`config.mk`:
```
export PLATFORM = sky130hd
export DESIGN_NAME = updown_counter_n
export DESIGN_NICKNAME = d
export VERILOG_FILES = /design/src/rtl/updown_cnt_pkg.sv /design/src/rtl/cnt_prescaler.sv /design/src/rtl/updown_counter_n.sv
export SDC_FILE = /design/constraint.sdc
export NUM_CORES = 1
export LEC_CHECK = 0
export CAP_MARGIN = 20
export CELL_PAD_IN_SITES_DETAIL_PLACEMENT = 0
export CELL_PAD_IN_SITES_GLOBAL_PLACEMENT = 1
export CORE_MARGIN = 1
export CORE_UTILIZATION = 32
export CTS_BUF_LIST = sky130_fd_sc_hd__clkbuf_16
export DETAILED_ROUTE_END_ITERATION = 12
export MAX_ROUTING_LAYER = met4
export PLACE_DENSITY_LB_ADDON = 0.15
export SLEW_MARGIN = 20
export SYNTH_ARGS = -nofsm -noshare
export SYNTH_HDL_FRONTEND = slang
export SYNTH_SLANG_ARGS = --single-unit
```
`constraint.sdc`:
```
create_clock -name clk -period 2.6 [get_ports clk]
set_input_delay 0.52 -clock clk [delete_from_list [all_inputs] [get_ports clk]]
set_output_delay 0.52 -clock clk [all_outputs]
set_load 0.01 [all_outputs]
```
`src/rtl/updown_cnt_pkg.sv`:
```
// Shared encodings and the load-clamp helper for updown_counter_n.
package updown_cnt_pkg;

    localparam logic DIR_DOWN = 1'b0;
    localparam logic DIR_UP   = 1'b1;

    localparam logic END_WRAP = 1'b0;
    localparam logic END_SAT  = 1'b1;

    // Load values above the range clamp to the top instead of being truncated.
    function automatic logic [31:0] clamp_load(input logic [31:0] d, input logic [31:0] max);
        logic [31:0] res;
        if (d > max) begin
            res = max;
        end else begin
            res = d;
        end
        return res;
    endfunction

endpackage

```
`src/rtl/cnt_prescaler.sv`:
```
// Step-tick generator: one tick every PRESCALE enabled cycles; clr restarts the period.
module cnt_prescaler #(
    parameter int PRESCALE = 1
) (
    input  logic clk,
    input  logic reset,
    input  logic clr,
    input  logic en,
    output logic tick
);

    localparam int PW = (PRESCALE > 1) ? $clog2(PRESCALE) : 1;
    localparam logic [PW-1:0] LAST = PW'(PRESCALE - 1);

    logic [PW-1:0] cnt_r;
    logic [PW-1:0] cnt_next_s;
    logic          tick_s;

    // Next prescaler value and tick decode.
    always_comb begin
        cnt_next_s = cnt_r;
        tick_s     = 1'b0;
        if (clr) begin
            cnt_next_s = {PW{1'b0}};
        end else if (en) begin
            if (cnt_r == LAST) begin
                cnt_next_s = {PW{1'b0}};
                tick_s     = 1'b1;
            end else begin
                cnt_next_s = cnt_r + PW'(1);
            end
        end else begin
            cnt_next_s = cnt_r;
        end
    end

    // Prescaler state register.
    always_ff @(posedge clk) begin
        if (reset) begin
            cnt_r <= {PW{1'b0}};
        end else begin
            cnt_r <= cnt_next_s;
        end
    end

    assign tick = tick_s;

endmodule

```
`src/rtl/updown_counter_n.sv`:
```
// Up/down counter with clamped parallel load, programmable modulus and wrap/saturate ends.
// Optional prescaler enabled by defining UPDOWN_CNT_PRESCALE_EN.
module updown_counter_n
    import updown_cnt_pkg::*;
#(
    parameter int WIDTH     = 4,
    parameter int MAX_VAL   = 2**WIDTH - 1,
    parameter int RESET_VAL = MAX_VAL,
    parameter int PRESCALE  = 1
) (
    input  logic             clk,
    input  logic             reset,
    input  logic             en,
    input  logic             load,
    input  logic [WIDTH-1:0] d,
    input  logic             up_down,
    input  logic             sat,
    output logic [WIDTH-1:0] q,
    output logic             tc,
    output logic             wrap
);

    localparam logic [WIDTH-1:0] MAX_Q  = WIDTH'(MAX_VAL);
    localparam logic [WIDTH-1:0] RST_Q  = WIDTH'(RESET_VAL);
    localparam logic [WIDTH-1:0] ZERO_Q = {WIDTH{1'b0}};

    logic [WIDTH-1:0] q_r;
    logic [WIDTH-1:0] q_next_s;
    logic [WIDTH-1:0] load_val_s;
    logic             wrap_r;
    logic             wrap_next_s;
    logic             tick_s;

`ifdef UPDOWN_CNT_PRESCALE_EN
    cnt_prescaler #(
        .PRESCALE(PRESCALE)
    ) u_prescaler (
        .clk  (clk),
        .reset(reset),
        .clr  (load),
        .en   (en),
        .tick (tick_s)
    );
`else
    // PRESCALE is at least 1, so the tick is constant high here.
    assign tick_s = (PRESCALE > 0);
`endif

    assign load_val_s = WIDTH'(clamp_load(32'(d), 32'(MAX_VAL)));

    // Next count and wrap pulse; range ends are detected by compare, not overflow.
    always_comb begin
        q_next_s    = q_r;
        wrap_next_s = 1'b0;
        if (load) begin
            q_next_s = load_val_s;
        end else if (en && tick_s) begin
            if (up_down == DIR_UP) begin
                if (q_r < MAX_Q) begin
                    q_next_s = q_r + WIDTH'(1);
                end else if ((q_r == MAX_Q) && (sat == END_SAT)) begin
                    q_next_s = q_r;
                end else begin
                    q_next_s    = ZERO_Q;
                    wrap_next_s = 1'b1;
                end
            end else begin
                if (q_r != ZERO_Q) begin
                    q_next_s = q_r - WIDTH'(1);
                end else if (sat == END_SAT) begin
                    q_next_s = q_r;
                end else begin
                    q_next_s    = MAX_Q;
                    wrap_next_s = 1'b1;
                end
            end
        end else begin
            q_next_s = q_r;
        end
    end

    // Count and wrap registers.
    always_ff @(posedge clk) begin
        if (reset) begin
            q_r    <= RST_Q;
            wrap_r <= 1'b0;
        end else begin
            q_r    <= q_next_s;
            wrap_r <= wrap_next_s;
        end
    end

    assign q    = q_r;
    assign wrap = wrap_r;
    assign tc   = (up_down == DIR_UP) ? (q_r == MAX_Q) : (q_r == ZERO_Q);

endmodule

```
==> reports/metrics.csv, run 1 <==
metric;value;unit
fraction of layout cells with a size suffix above 1;16.4;%
Final Setup Violations;0;
vias per cell;5.54;
CP Class;in2out;
Max Cap Violations;0;
Die Width;38.8;microns
Netlist cell types;31;
Tmin final;2.51;ns
wire per inst;13.0;microns
RD Place Congestion;0.678;
worst clock skew;0.000349;ns
vias in the first global route;352;
status;finished, final reports clean;
NumNets Final;80;
crit path max fanout;3;
final hold viol count;0;
I/O pins;16;
Max Slew Vio Count;0;
post-route ant nets;0;
largest net degree at the start of global routing;12;
leakage;0.280;nW
Slowest-stage cell, CP;clkdlybuf4s50_1;
Num CTS Buffers;3;
RSZ-0062 raised after global routing;no;
Setup WS post-layout;0.0913;ns
maximum vdd drop;402;uV
drt drc;0;
clk buf depth;2;
DRT Pass-1 Iters;4;
Initial DRC Count;10;
hold_buf cts;0;
clock latency on the worst-skew pair;0.23;ns
CP most frequent cell;clkdlybuf4s50_1;
Initial Util;36.5;%
Power Total;0.437;mW
Post-CTS Setup Inserts;0;
Syn Area/Cell;9.02;sq um
WL final;1050;microns
core area;1190;sq um
IO Port Bufs;15;
min-delay worst type;reg2reg;
HPWL Detailed;742;microns
delay of the slowest cell on the worst path;0.53;ns
CP required;2.08;ns
Chip Height;38.8;microns
Cell Area, Synth;433;sq um
critical path's top delay family;buffers and inverters;
fill count;117;
synth warn;0;
Seq/Total Area, Yosys;23.1;%
most frequent cells in the layout;clkdlybuf4s50_1 (15), a21oi_1 (5), dfxtp_1 (5), inv_1 (4);
# resized after CTS;0;
antenna fix cells;0;
DR vias;449;
Tightest Pin Transition;0.406;ns
Area Overhead vs Synth;57.5;%
CP Data Arrival Time;1.99;ns
fin crit share;96.5;%
CTS tree;yes;
Clock transition at path regs;0.03;ns
crit path cell chain;clkdlybuf4s50_1 > nor4b_4 > nand2b_4 > clkdlybuf4s50_1;
Worst setup SP type;input pin;
Rows;12;
overall global routing resource usage;18.2;%
Slew HR;72.9;%
cells after synthesis;48;
die area;1500;sq um
Net Count, Synth;60;
Post-synth EDFFs;0;
Post-Place Setup Slack;0.118;ns
FFs w/ async S/R, synth;0;%
Peak Freq;399;MHz
commonest non-fill, non-tap cell in the layout;clkdlybuf4s50_1;
first-pass GRT wire length;1670;microns
Critical Path End Type;primary output;
clk sinks;5;
Primary FF master, synth;dfxtp_1;
initial antenna violation count;0;
Synth Register Bits;5;
Root Buffer;clkbuf_16;
setup tns final;0;ns
htree depth;1;
power per cell area;641;nW/um^2
Buf/Inv on CP;2;
grt total ovfl;0;
==> stage by stage <==
step	utilization, %	cells	hold WS (ns)	cell area (sq um)
after floorplan	-	48	0.610	433
after global placement	50.8	77	0.638	603
after detailed placement	50.8	77	0.639	603
after CTS	57.5	81	0.648	682
after global routing	57.5	81	0.670	682
final	57.5	81	0.640	682
==> synth_stat cells, types with 2 or more instances <==
cell type / n / area (sq um)
a21oi_1: 5 / 25.0
dfxtp_1: 5 / 100
ha_1: 2 / 25.0
inv_1: 3 / 11.3
nand2_1: 2 / 7.51
nand2b_1: 2 / 12.5
nor2_1: 3 / 11.3
nor3b_1: 2 / 15.0
o21ai_0: 2 / 10.0
==> worst register-to-register path: stages (launching register included) <==
cell and delay, ns:
dfxtp_1 0.44, inv_1 0.09, ha_1 0.22, nor4b_4 0.14, nand2b_4 0.16, buf_4 0.15, a21boi_4 0.22, nor4b_1 0.24
o21ai_0 0.12
==> registers in the layout (all words and copies together) (netlist names) <==
name  cells
wrap      1
q         4
==> final cells by class <==
class	count	area [sq um]	area share [%]
Inverter	3	11.3	1.65
Multi-Input combinational cell	37	302	44.2
Tap cell	14	17.5	2.57
Timing Repair Buffer	18	173	25.3
Clock buffer	3	75.1	11.0
Clock inverter	1	3.75	0.550
Sequential cell	5	100	14.7
==> worst paths after layout <==
kind	depth (start not counted)	slack [ns]	to	from
worst max-delay path	4	0.09	tc	up_down
worst min-delay path	2	0.64	q[0]	q[0]
worst max register to register	8	0.71	q[3]	q[0]
worst min register to register	2	0.64	q[0]	q[0]
==> per-layer routing <==
| metal | track usage [%] | vias to the layer above | wire, microns |
|---|---|---|---|
| li1 | - | 221 | - |
| met1 | 21.0 | 206 | 463 |
| met2 | 26.7 | 17 | 495 |
| met3 | 8.67 | 5 | 67 |
| met4 | 7.76 | 0 | 23 |
| met5 | - | - | 0 |
==> cells by family (layout without fill, tap and decap cells) <==
family | Yosys count | after routing | synth area share, %
AO/OA/AOI/OAI | 16 | 16 | 28.6
AND/OR/NAND/NOR | 16 | 16 | 28.3
buffers and inverters | 6 | 25 | 7.22
flip-flops | 5 | 5 | 23.1
adder cells (fa/ha/maj) | 2 | 2 | 5.78
multiplexers | 2 | 2 | 4.91
XOR/XNOR | 1 | 1 | 2.02
==> power by group <==
| part | switching, mW | internal [mW] | leakage [nW] |
|---|---|---|---|
| logic | 0.0371 | 0.0515 | 0.196 |
| registers | 0.0139 | 0.0830 | 0.0414 |
| clock network | 0.0524 | 0.199 | 0.0423 |
(Power assumes the default switching activity.)
==> run 2: changes to the inputs <==
--- a/config.mk
+++ b/config.mk
@@ -8,10 +8,10 @@
 export CAP_MARGIN = 20
 export CELL_PAD_IN_SITES_DETAIL_PLACEMENT = 0
 export CELL_PAD_IN_SITES_GLOBAL_PLACEMENT = 1
-export CORE_MARGIN = 1
-export CORE_UTILIZATION = 32
-export CTS_BUF_LIST = sky130_fd_sc_hd__clkbuf_16
+export CORE_AREA = 2 2 39 41
+export CTS_BUF_LIST = sky130_fd_sc_hd__clkbuf_8
 export DETAILED_ROUTE_END_ITERATION = 12
+export DIE_AREA = 0 0 41 43
 export MAX_ROUTING_LAYER = met4
 export PLACE_DENSITY_LB_ADDON = 0.15
 export SLEW_MARGIN = 20
==> reports/metrics.csv, run 2 (synthesis results as in run 1) <==
metric;value;unit;change
Root Buffer;clkbuf_8;;was clkbuf_16
cell depth of the worst hold path;2;;unchanged
hold_sp;q[0];;unchanged
Critical Path End Type;primary output;;unchanged
Slew HR;72.1;%;was 72.9%
core area;1380;sq um;was 1190 sq um
antenna fix cells;0;;unchanged
fill count;143;;was 117
CP Data Arrival Time;1.97;ns;was 1.99 ns
leakage;0.264;nW;was 0.280 nW
critical path depth;4;;unchanged
Worst Hold End;q[0];;unchanged
Critical R2R Launch;q[0];;unchanged
Post-Place Setup Slack;0.115;ns;was 0.118 ns
Tmin final;2.49;ns;was 2.51 ns
Power Total;0.325;mW;was 0.437 mW
most frequent cells in the layout;clkdlybuf4s50_1 (15), a21oi_1 (5), dfxtp_1 (5), inv_1 (4);;unchanged
Die Width;41;microns;was 38.8 microns
first-pass GRT wire length;1930;microns;was 1670 microns
RD Place Congestion;0.693;;was 0.678
maximum vdd drop;298;uV;was 402 uV
worst clock skew;0.000395;ns;was 0.000349 ns
WL final;1040;microns;was 1050 microns
clock latency on the worst-skew pair;0.22;ns;was 0.23 ns
NumNets Final;80;;unchanged
Initial DRC Count;6;;was 10
Slowest-stage cell, CP;clkdlybuf4s50_1;;unchanged
Non-Filler Instances;83;;was 81
IO Port Bufs;15;;unchanged
Cells after DPL;79;;was 77
commonest non-fill, non-tap cell in the layout;clkdlybuf4s50_1;;unchanged
worst r2r path cells;8;;unchanged
Buf/Inv on CP;2;;unchanged
Chip Height;43;microns;was 38.8 microns
fraction of layout cells with a size suffix above 1;16.4;%;unchanged
CP most frequent cell;clkdlybuf4s50_1;;unchanged
largest net degree at the start of global routing;12;;unchanged
reg2reg end;q[3];;unchanged
DRT Pass-1 Iters;2;;was 4
status;finished, final reports clean;;unchanged
r2r setup slk;0.64;ns;was 0.71 ns
# resized after CTS;0;;unchanged
Peak Freq;401;MHz;was 399 MHz
CTS tree;yes;;unchanged
overall global routing resource usage;16.6;%;was 18.2%
power per cell area;500;nW/um^2;was 641 nW/um^2
grt total ovfl;0;;unchanged
GRT Max-Usage Layer;met2;;unchanged
post-route ant nets;0;;unchanged
crit path max fanout;3;;unchanged
I/O pins;16;;unchanged
delay of the slowest cell on the worst path;0.54;ns;was 0.53 ns
setup tns final;0;ns;unchanged
clk buf depth;2;;unchanged
Clock transition at path regs;0.03;ns;about the same
Rows;14;;was 12
RSZ-0062 raised after global routing;no;;unchanged
vias per cell;5.39;;was 5.54
fin crit share;95.9;%;was 96.5%
clk sinks;5;;unchanged
dpl cell area;606;sq um;was 603 sq um
hold_buf cts;0;;unchanged
crit path cell chain;clkdlybuf4s50_1 > nor4b_4 > nand2b_4 > clkdlybuf4s50_1;;unchanged
Finished Cell Area;651;sq um;was 682 sq um
CP Class;in2out;;unchanged
Post-CTS Setup Inserts;0;;unchanged
Max Slew Vio Count;0;;unchanged
Final Setup Violations;0;;unchanged
die area;1760;sq um;was 1500 sq um
final hold viol count;0;;unchanged
Area Overhead vs Synth;50.3;%;was 57.5%
Tightest Pin Transition;0.417;ns;was 0.406 ns
met3 Track Usage GR;7.85;%;was 8.67%
Num CTS Buffers;3;;unchanged
CP required;2.08;ns;about the same
Max Cap Violations;0;;unchanged
wire per inst;12.5;microns;was 13.0 microns
max FFs per register;4;;unchanged
DR vias;447;;was 449
Worst setup SP type;input pin;;unchanged
htree depth;1;;unchanged
Setup WS post-layout;0.107;ns;was 0.0913 ns
Initial Util;31.3;%;was 36.5%
HPWL Detailed;809;microns;was 742 microns
initial antenna violation count;0;;unchanged
drt drc;0;;unchanged
met1 usage;20.3;%;was 21.0%
vias in the first global route;448;;was 352
routing usage on met2;23.1;%;was 26.7%
critical path's top delay family;buffers and inverters;;unchanged
min-delay worst type;reg2reg;;unchanged
## run 2: layout make-up
class,count,area [sq um],share of cell area (%)
Clock buffer,3,41.3,6.35
Tap cell,16,20.0,3.08
Timing Repair Buffer,18,173,26.5
Sequential cell,5,100,15.4
Multi-Input combinational cell,37,302,46.3
Clock inverter,1,3.75,0.577
Inverter,3,11.3,1.73
## run 2: per-layer routing
metal  routed length [microns]  part of all wire (%)
met5                         0                     0
met4                        10                  0.96
met3                        62                   6.0
met2                       493                    47
met1                       473                    46
## run 2: worst min-delay path: cells and delay by family, from the launching register on
kind / cells / cell delay [ns]
AOI/OAI and AO/OA: 2 / 0.23
DFF: 1 / 0.37
## run 2: how the worst max path moves through the flow
stage           end  slack (ns)    start
2_1_floorplan  q[3]        0.92     q[0]
3_3_place_gp     tc        0.12  up_down
3_5_place_dp     tc        0.12  up_down
4_1_cts          tc         0.1  up_down
5_1_grt          tc        0.02  up_down
6_report         tc        0.11  up_down
## run 2: per-stage QoR
stage | hold WS, ns | util [%]
floorplan | 0.610 | -
global placement | 0.650 | 43.8
global route | 0.694 | 47.0
detailed placement | 0.660 | 43.8
CTS | 0.666 | 47.0
finish | 0.652 | 47.0
## run 2: power by group
group / internal [mW] / leakage (nW) / total (mW) / switching [mW]
Combinational: 0.0515 / 0.196 / 0.0889 / 0.0374
Sequential: 0.0830 / 0.0414 / 0.0970 / 0.0139
Clock: 0.101 / 0.0269 / 0.139 / 0.0380
==> run 3: changes to the inputs <==
--- a/config.mk
+++ b/config.mk
@@ -8,10 +8,10 @@
 export CAP_MARGIN = 20
 export CELL_PAD_IN_SITES_DETAIL_PLACEMENT = 0
 export CELL_PAD_IN_SITES_GLOBAL_PLACEMENT = 1
-export CORE_AREA = 2 2 39 41
+export CORE_UTILIZATION = 32
 export CTS_BUF_LIST = sky130_fd_sc_hd__clkbuf_8
+export CTS_CLUSTER_DIAMETER = 50
 export DETAILED_ROUTE_END_ITERATION = 12
-export DIE_AREA = 0 0 41 43
 export MAX_ROUTING_LAYER = met4
 export PLACE_DENSITY_LB_ADDON = 0.15
 export SLEW_MARGIN = 20
==> constraint.sdc (replaced) <==
create_clock -name clk -period 2.8 [get_ports clk]
set_input_delay 0.56 -clock clk [delete_from_list [all_inputs] [get_ports clk]]
set_output_delay 0.56 -clock clk [all_outputs]
set_load 0.01 [all_outputs]
==> reports/metrics.csv, run 3 (synthesis results as in run 1) <==
metric;value;unit;change
Critical Path End Type;primary output;;unchanged
wire per inst;12.0;microns;was 12.5 microns
# resized after CTS;0;;unchanged
worst r2r path cells;7;;was 8
grt total ovfl;0;;unchanged
crit path max fanout;4;;was 3
clk sinks;5;;unchanged
most frequent cells in the layout;clkdlybuf4s50_1 (15), a21oi_1 (5), dfxtp_1 (5), inv_1 (4);;unchanged
min-delay worst type;reg2reg;;unchanged
Initial Util;36.5;%;was 31.3%
CTS tree;yes;;unchanged
setup tns final;0;ns;unchanged
DRT Pass-1 Iters;3;;was 2
leakage;0.254;nW;was 0.264 nW
WL final;946;microns;was 1040 microns
die area;1500;sq um;was 1760 sq um
antenna fix cells;0;;unchanged
Tmin final;2.64;ns;
DR vias;426;;was 447
post-route ant nets;0;;unchanged
Peak Freq;378;MHz;
vias in the first global route;362;;was 448
Critical R2R Launch;q[0];;unchanged
largest net degree at the start of global routing;12;;unchanged
Die Width;38.8;microns;was 41 microns
htree depth;1;;unchanged
clock latency on the worst-skew pair;0.22;ns;about the same
Slew HR;72.9;%;was 72.1%
WHS;0.636;ns;was 0.652 ns
r2r setup slk;0.96;ns;was 0.64 ns
Num CTS Buffers;3;;unchanged
Post-Place Setup Slack;0.154;ns;was 0.115 ns
I/O pins;16;;unchanged
commonest non-fill, non-tap cell in the layout;clkdlybuf4s50_1;;unchanged
Max Slew Vio Count;0;;unchanged
reg2reg end;q[3];;unchanged
CP required;2.24;ns;was 2.08 ns
cell depth of the worst hold path;2;;unchanged
RSZ-0062 raised after global routing;no;;unchanged
Rows;12;;was 14
RD Place Congestion;0.751;;was 0.693
worst clock skew;0.000957;ns;was 0.000395 ns
first-pass GRT wire length;1560;microns;was 1930 microns
Area Overhead vs Synth;46.2;%;was 50.3%
Tightest Pin Transition;0.405;ns;was 0.417 ns
Post-CTS Setup Inserts;0;;unchanged
NumNets Final;78;;was 80
CP Data Arrival Time;2.08;ns;was 1.97 ns
HPWL Detailed;711;microns;was 809 microns
Root Buffer;clkbuf_8;;unchanged
maximum vdd drop;364;uV;was 298 uV
drt drc;0;;unchanged
clk buf depth;2;;unchanged
Max Cap Violations;0;;unchanged
vias per cell;5.39;;about the same
Chip Height;38.8;microns;was 43 microns
Clock transition at path regs;0.04;ns;was 0.03 ns
initial antenna violation count;0;;unchanged
Setup WS post-layout;0.156;ns;was 0.107 ns
Worst setup SP type;input pin;;unchanged
Final Setup Violations;0;;unchanged
fin crit share;94.4;%;
Initial DRC Count;8;;was 6
hold_buf cts;0;;unchanged
final hold viol count;0;;unchanged
Worst Hold End;q[0];;unchanged
overall global routing resource usage;15.6;%;was 16.6%
hold_sp;q[0];;unchanged
core area;1190;sq um;was 1380 sq um
IO Port Bufs;15;;unchanged
CP Class;in2out;;unchanged
status;finished, final reports clean;;unchanged
max FFs per register;4;;unchanged
power per cell area;475;nW/um^2;was 500 nW/um^2
fraction of layout cells with a size suffix above 1;13.8;%;was 16.4%
Power Total;0.301;mW;was 0.325 mW
## run 3: changes by cell type in the layout (fill, tap and decap cells not counted), sizes merged
cell,change
buf,-2
## run 3: area by class of cell
| class | count | area, sq um |
|---|---|---|
| Tap cell | 14 | 17.5 |
| Sequential cell | 5 | 100 |
| Inverter | 3 | 11.3 |
| Clock buffer | 3 | 41.3 |
| Multi-Input combinational cell | 37 | 302 |
| Timing Repair Buffer | 16 | 158 |
| Clock inverter | 1 | 3.75 |
| Fill cell | 109 | 553 |
## run 3: worst max path at each step
stage / from / endpoint / slack [ns]
finish: up_down / tc / 0.16
global route: up_down / tc / 0.09
CTS: up_down / tc / 0.14
detailed placement: up_down / tc / 0.15
global placement: up_down / tc / 0.16
floorplan: up_down / tc / 1.08
## run 3: worst max-delay path, cell delays in order
cell and delay [ns]:
clkdlybuf4s50_1 0.48, nor4b_4 0.29, nand2b_4 0.21, clkdlybuf4s50_1 0.55
## run 3: where the power goes
part	internal, mW	switching [mW]	leakage, nW
clock	0.0941	0.0371	0.0269
sequential	0.0771	0.0126	0.0414
combinational	0.0460	0.0340	0.185
total	0.217	0.0837	0.254
## run 3: metal layers
layer | share of wire [%] | vias up | GRT usage (%) | wire, microns
met2 | 47 | 13 | 23.8 | 441
met3 | 4.5 | 2 | 6.94 | 43
met4 | 1.1 | 0 | 5.17 | 10
met1 | 47 | 193 | 18.3 | 449
li1 | - | 218 | - | -
met5 | 0 | - | - | 0
## run 3: per-stage QoR
| step | instance area [sq um] | utilization, % | std cells |
|---|---|---|---|
| floorplan | 433 | - | 48 |
| global placement | 588 | 49.6 | 75 |
| detailed placement | 588 | 49.6 | 75 |
| CTS | 633 | 53.4 | 79 |
| global route | 633 | 53.4 | 79 |
| finish | 633 | 53.4 | 79 |
